File: config.mk
export PLATFORM = sky130hd
export DESIGN_NAME = weight_bram_sequencer
export DESIGN_NICKNAME = d
export VERILOG_FILES = /design/src/rtl/weight_bram_sequencer.sv
export SDC_FILE = /design/constraint.sdc
export NUM_CORES = 1
export LEC_CHECK = 0
export BUFFER_PORTS_ARGS = -buffer_cell sky130_fd_sc_hd__buf_2
export CAP_MARGIN = 15
export CORE_MARGIN = 5
export CORE_UTILIZATION = 60
export CTS_BUF_LIST = sky130_fd_sc_hd__clkbuf_8
export CTS_CLUSTER_DIAMETER = 120
export CTS_CLUSTER_SIZE = 16
export DETAILED_ROUTE_END_ITERATION = 8
export GPL_ROUTABILITY_DRIVEN = 0
export GPL_TIMING_DRIVEN = 0
export PLACE_DENSITY = 0.94
export SYNTH_ARGS = -nofsm -noshare
export SYNTH_HDL_FRONTEND = slang
export SYNTH_SLANG_ARGS = --single-unit
export TNS_END_PERCENT = 30
File: constraint.sdc
create_clock -name CLK -period 6.1 [get_ports CLK]
set_input_delay 1.525 -clock CLK [delete_from_list [all_inputs] [get_ports CLK]]
set_output_delay 1.525 -clock CLK [all_outputs]
set_load 0.05 [all_outputs]
File: src/rtl/weight_bram_sequencer.sv
// Load/fetch controller for one single-port weight BRAM (falling-edge BRAM, rising-edge control).
// Optional WSEQ_STALL_CNT_EN adds STALL_CNT, counting fetch cycles stalled by W_READY=0.
module weight_bram_sequencer #(
  parameter int unsigned DEPTH = 28,
  parameter int unsigned AW    = 5,
  parameter int unsigned DW    = 16
) (
  input  logic          CLK,
  input  logic          RST_N,
  input  logic          LOAD_START,
  input  logic          FETCH_START,
  output logic          BUSY,
  output logic          DONE,
  input  logic          LD_VALID,
  output logic          LD_READY,
  input  logic [DW-1:0] LD_DATA,
  output logic          W_VALID,
  input  logic          W_READY,
  output logic [DW-1:0] W_DATA,
  output logic [AW-1:0] W_IDX,
  output logic          W_LAST,
  output logic [AW-1:0] BRAM_ADDR,
  output logic [DW-1:0] BRAM_DI,
  output logic          BRAM_EN,
  output logic          BRAM_WE,
  input  logic [DW-1:0] BRAM_DO
`ifdef WSEQ_STALL_CNT_EN
  ,
  output logic [15:0]   STALL_CNT
`endif
);

  localparam int unsigned CW = $clog2(DEPTH + 1);
  localparam logic [CW-1:0] DEPTH_C = CW'(DEPTH);
  localparam logic [AW-1:0] LAST_IDX = AW'(DEPTH - 1);

  localparam logic [1:0] ST_IDLE  = 2'd0;
  localparam logic [1:0] ST_LOAD  = 2'd1;
  localparam logic [1:0] ST_FETCH = 2'd2;

  logic [1:0]    state;
  logic [CW-1:0] wptr;
  logic [CW-1:0] rptr;
  logic          inflight;

  logic [DW-1:0] fifo_data [2];
  logic [AW-1:0] fifo_idx  [2];
  logic          fifo_last [2];
  logic          fifo_rd;
  logic          fifo_wr;
  logic [1:0]    fifo_count;

  logic       ld_xfer;
  logic       pop;
  logic       push;
  logic       issue;
  logic [1:0] occ;

  assign BUSY     = (state != ST_IDLE);
  assign LD_READY = (state == ST_LOAD) && (wptr < DEPTH_C);
  assign ld_xfer  = LD_VALID && LD_READY;

  assign W_VALID = (state == ST_FETCH) && (fifo_count != 2'd0);
  assign W_DATA  = fifo_data[fifo_rd];
  assign W_IDX   = fifo_idx[fifo_rd];
  assign W_LAST  = W_VALID && fifo_last[fifo_rd];

  assign pop  = W_VALID && W_READY;
  assign push = (state == ST_FETCH) && inflight;

  // occ never exceeds 2, so a pop this edge always frees room for one more read
  always_comb begin
    occ   = fifo_count + {1'b0, inflight};
    issue = (state == ST_FETCH) && (rptr < DEPTH_C) && (pop || (occ < 2'd2));
  end

  always_ff @(posedge CLK or negedge RST_N) begin
    if (!RST_N) begin
      state      <= ST_IDLE;
      wptr       <= '0;
      rptr       <= '0;
      inflight   <= 1'b0;
      fifo_rd    <= 1'b0;
      fifo_wr    <= 1'b0;
      fifo_count <= '0;
      DONE       <= 1'b0;
      BRAM_ADDR  <= '0;
      BRAM_DI    <= '0;
      BRAM_EN    <= 1'b0;
      BRAM_WE    <= 1'b0;
      for (int unsigned i = 0; i < 2; i++) begin
        fifo_data[i] <= '0;
        fifo_idx[i]  <= '0;
        fifo_last[i] <= 1'b0;
      end
    end else begin
      DONE <= 1'b0;
      case (state)
        ST_IDLE: begin
          BRAM_EN <= 1'b0;
          BRAM_WE <= 1'b0;
          if (LOAD_START) begin
            state <= ST_LOAD;
            wptr  <= '0;
          end else if (FETCH_START) begin
            // first read goes out immediately so data is valid one cycle later
            state     <= ST_FETCH;
            BRAM_EN   <= 1'b1;
            BRAM_ADDR <= '0;
            rptr      <= CW'(1);
            inflight  <= 1'b1;
          end
        end
        ST_LOAD: begin
          if (ld_xfer) begin
            BRAM_EN   <= 1'b1;
            BRAM_WE   <= 1'b1;
            BRAM_ADDR <= AW'(wptr);
            BRAM_DI   <= LD_DATA;
            wptr      <= wptr + CW'(1);
          end else begin
            BRAM_EN <= 1'b0;
            BRAM_WE <= 1'b0;
            if (wptr == DEPTH_C) begin
              DONE  <= 1'b1;
              state <= ST_IDLE;
              wptr  <= '0;
            end
          end
        end
        ST_FETCH: begin
          BRAM_WE <= 1'b0;
          if (pop && W_LAST) begin
            DONE       <= 1'b1;
            state      <= ST_IDLE;
            BRAM_EN    <= 1'b0;
            rptr       <= '0;
            inflight   <= 1'b0;
            fifo_rd    <= 1'b0;
            fifo_wr    <= 1'b0;
            fifo_count <= '0;
          end else begin
            BRAM_EN  <= issue;
            inflight <= issue;
            if (issue) begin
              BRAM_ADDR <= AW'(rptr);
              rptr      <= rptr + CW'(1);
            end
            // BRAM_ADDR still names the in-flight read at this edge
            if (push) begin
              fifo_data[fifo_wr] <= BRAM_DO;
              fifo_idx[fifo_wr]  <= BRAM_ADDR;
              fifo_last[fifo_wr] <= (BRAM_ADDR == LAST_IDX);
              fifo_wr            <= ~fifo_wr;
            end
            if (pop) fifo_rd <= ~fifo_rd;
            case ({push, pop})
              2'b10:   fifo_count <= fifo_count + 2'd1;
              2'b01:   fifo_count <= fifo_count - 2'd1;
              default: fifo_count <= fifo_count;
            endcase
          end
        end
        default: state <= ST_IDLE;
      endcase
    end
  end

`ifdef WSEQ_STALL_CNT_EN
  always_ff @(posedge CLK or negedge RST_N) begin
    if (!RST_N) begin
      STALL_CNT <= '0;
    end else if ((state == ST_IDLE) && !LOAD_START && FETCH_START) begin
      STALL_CNT <= '0;
    end else if (W_VALID && !W_READY && (STALL_CNT != 16'hFFFF)) begin
      STALL_CNT <= STALL_CNT + 16'd1;
    end
  end
`endif

endmodule
==> impl_metrics.toml <==
[run_status]
status = "finished clean"

[sta]
fmax_mhz = 287
min_period_ps = 3490
min_period_over_period_pct = 57.2
setup_violations = 0
skew_ps = 10.0
slew_headroom_pct = 59.3
maxSlewViolCount = 0
grt_setup_unrepaired = "false"
hold_viol = 0
worst_slew_pin_slew_ps = 606
tns_ps = 0

[setup_path]
cp.required_ps = 4580
crit_type = "flop to primary output"
cp-end-kind = "primary output"
crit_arrival_ps = 1960
critPathLaunchType = "flop"
worstPathMaxFanout = 10

[floorplan]
core-area_um2 = 6790
fp-row-count = 30
ios = 87
die_h_um = 93.3
die_w_um = 93.3
dieArea_um2 = 8710
initial_core_util_pct = 61.3

[pwr]
power.density_nw_per_um2 = 563
p_leak_nw = 2.40
ir_worst_vdd_mv = 0.350
switching_share_pct = 48.5
intPower_mw = 1.42
p_clk_share_pct = 12.7
net-switching-power_mw = 1.34
pwr-share-comb_pct = 54.3
power_frac_seq_pct = 33.0

[grt]
grt_pass1_vias = 3251
antenna_found_initial = 0
grtUsageTotal_pct = 21.9
use_met3_pct = 4.26
use_met1_pct = 27.5
grt.overflow.total = 0
met2_usage_pct = 37.4
grt-busiest-layer = "met2"
grt_pass1_wl_mm = 15.2
grt_max_degree = 68

[synthesis]
synth_seq_cells = 85
synth_cell_type_count = 55
async_flop_share_pct = 100
avgSynthCellArea_um2 = 11.6
ys_seq_area_share_pct = 51.0
synth_enable_flop_cells = 0
ys.warnings.count = 0
syn-cell-area_um2 = 4170
syn_nets = 404
synth_cells = 359
ys.flop_type = "dfrtp_1"

[layout]
area_delta_synth_final_pct = 18.0
final_core_util_pct = 72.4
fillers = 477
diodes = 0
final_common_cell = "buf_2"
final_nets = 501
layout_common_cells = "buf_2 (91), dfrtp_1 (85), mux2_2 (66), nand2_1 (59), inv_1 (14)"
drive_gt1_share_pct = 42.3

[detailed_routing]
ant_nets = 0
post_drt_via_cell_ratio = 5.67
avgRoutedWirePerCell_um = 16.4
drc = 0
wl_mm = 9.12
dr.pass1.iters = 4
vias = 3156
drt-initial-drc-count = 182

[clock_tree]
cts_setup_buffers = 0
path_clk_slew_ps = 90
cts-root-buf = "clkbuf_8"
hold_buffers = 0
clk_latency_ps = 350
cts_tree = "yes"
numCtsBuffers = 9
cts.sinks = 85
htreeDepth = 3
cts_max_path_buffers = 2
post_cts_resized = 0

[place]
post-dp-hpwl_mm = 6.64
portBuffers = 85

[min_path]
hp-class = "flop to flop"

[job]
drv_cap = 0
[cell families (layout without fill, tap and decap cells)]
logic type / after synthesis / after routing / synth area share (%)
AO/OA/AOI/OAI: 54 / 54 / 10.2
buffers and inverters: 33 / 135 / 3.90
flip-flops: 85 / 85 / 51.0
XOR/XNOR: 1 / 1 / 0.210
multiplexers: 74 / 74 / 20.2
AND/OR/NAND/NOR: 105 / 105 / 12.3
adder cells (fa/ha/maj): 7 / 7 / 2.10
[power groups by stage]
stage	Sequential (mW)	Clock [mW]	Combinational, mW
after floorplan	1.09	0	0.996
after global placement	0.898	0	1.46
after detailed placement	0.914	0	1.50
after CTS	0.909	0.358	1.51
after global routing	0.936	0.384	1.60
final	0.912	0.352	1.50
[sequential cells by signal, indices dropped and copies added (netlist names)]
| signal | flops |
|---|---|
| state | 2 |
| wptr | 5 |
| fifo_idx | 10 |
| fifo_data | 32 |
| BRAM_ADDR | 5 |
| fifo_count | 2 |
| fifo_rd | 1 |
| rptr | 5 |
| fifo_last | 2 |
| BRAM_WE | 1 |
| fifo_wr | 1 |
| BRAM_EN | 1 |
| DONE | 1 |
| inflight | 1 |
| BRAM_DI | 16 |
[cells in the mapped netlist, types with 2 or more instances]
cell      count  area (µm²)
dfrtp_1      85        2130
mux2_2       66         743
nand2_1      59         221
inv_1        13        48.8
o21ai_0      10        50.1
a31oi_1       8        50.1
buf_2         7        35.0
ha_1          7        87.6
nand3_1       7        35.0
nand4_1       7        43.8
and3_1        6        37.5
buf_4         6        45.0
nor2b_1       6        37.5
clkbuf_1      5        18.8
mux2i_1       5        50.1
nor3_1        5        25.0
a21oi_1       4        20.0
a22oi_1       4        30.0
a221oi_1      3        26.3
nor2_1        3        11.3
a21boi_0      2        15.0
a21o_2        2        17.5
a32o_1        2        20.0
and2_1        2        12.5
nand2b_1      2        12.5
o211a_1       2        20.0
o21ai_1       2        10.0
o31ai_1       2        15.0
[layer usage]
metal / up-vias / routed length, µm
met1: 1548 / 3700
met3: 17 / 603
met2: 118 / 4630
met5: - / 0
li1: 1473 / -
met4: 0 / 182
[critical path, stage by stage, from the launching register on]
cell,delay [ps]
dfrtp_1,440
inv_1,100
ha_1,140
clkbuf_1,290
buf_2,270
and2_1,140
buf_2,250
[cell type report]
type | count | area, µm² | share of cell area (%)
buffer | 20 | 114 | 2.32
clock buffer | 9 | 124 | 2.52
clock inverter | 7 | 50.0 | 1.02
inverter | 13 | 48.8 | 0.992
multi-input combinational | 241 | 1880 | 38.2
sequential | 85 | 2130 | 43.3
tap | 96 | 120 | 2.44
timing repair buffer | 86 | 455 | 9.26
[through the flow]
| stage | setup WS (ps) | total power, mW | std cells | area [µm²] | hold slack (ps) |
|---|---|---|---|---|---|
| 3_5_place_dp | 2990 | 2.42 | 541 | 4740 | 461 |
| 2_1_floorplan | 2570 | 2.09 | 359 | 4170 | 444 |
| 5_1_grt | 2530 | 2.92 | 557 | 4920 | 497 |
| 6_report | 2610 | 2.77 | 557 | 4920 | 480 |
| 3_3_place_gp | 2880 | 2.36 | 540 | 4710 | 456 |
| 4_1_cts | 2620 | 2.78 | 557 | 4920 | 484 |
[worst paths after layout]
check                                start  cells past startpoint  slack (ps)             to
worst max-delay path              state[1]                      6        2610       LD_READY
worst min-delay path            BRAM_DI[2]                      2         480     BRAM_DI[2]
worst max register to register    state[0]                      7        3770    fifo_idx[2]
worst min register to register  BRAM_DI[2]                      2         480     BRAM_DI[2]
max in group asynchronous            RST_N                      2        4450  fifo_data[17]
min in group asynchronous            RST_N                      1        1050        rptr[0]
(Power assumes the default switching activity.)
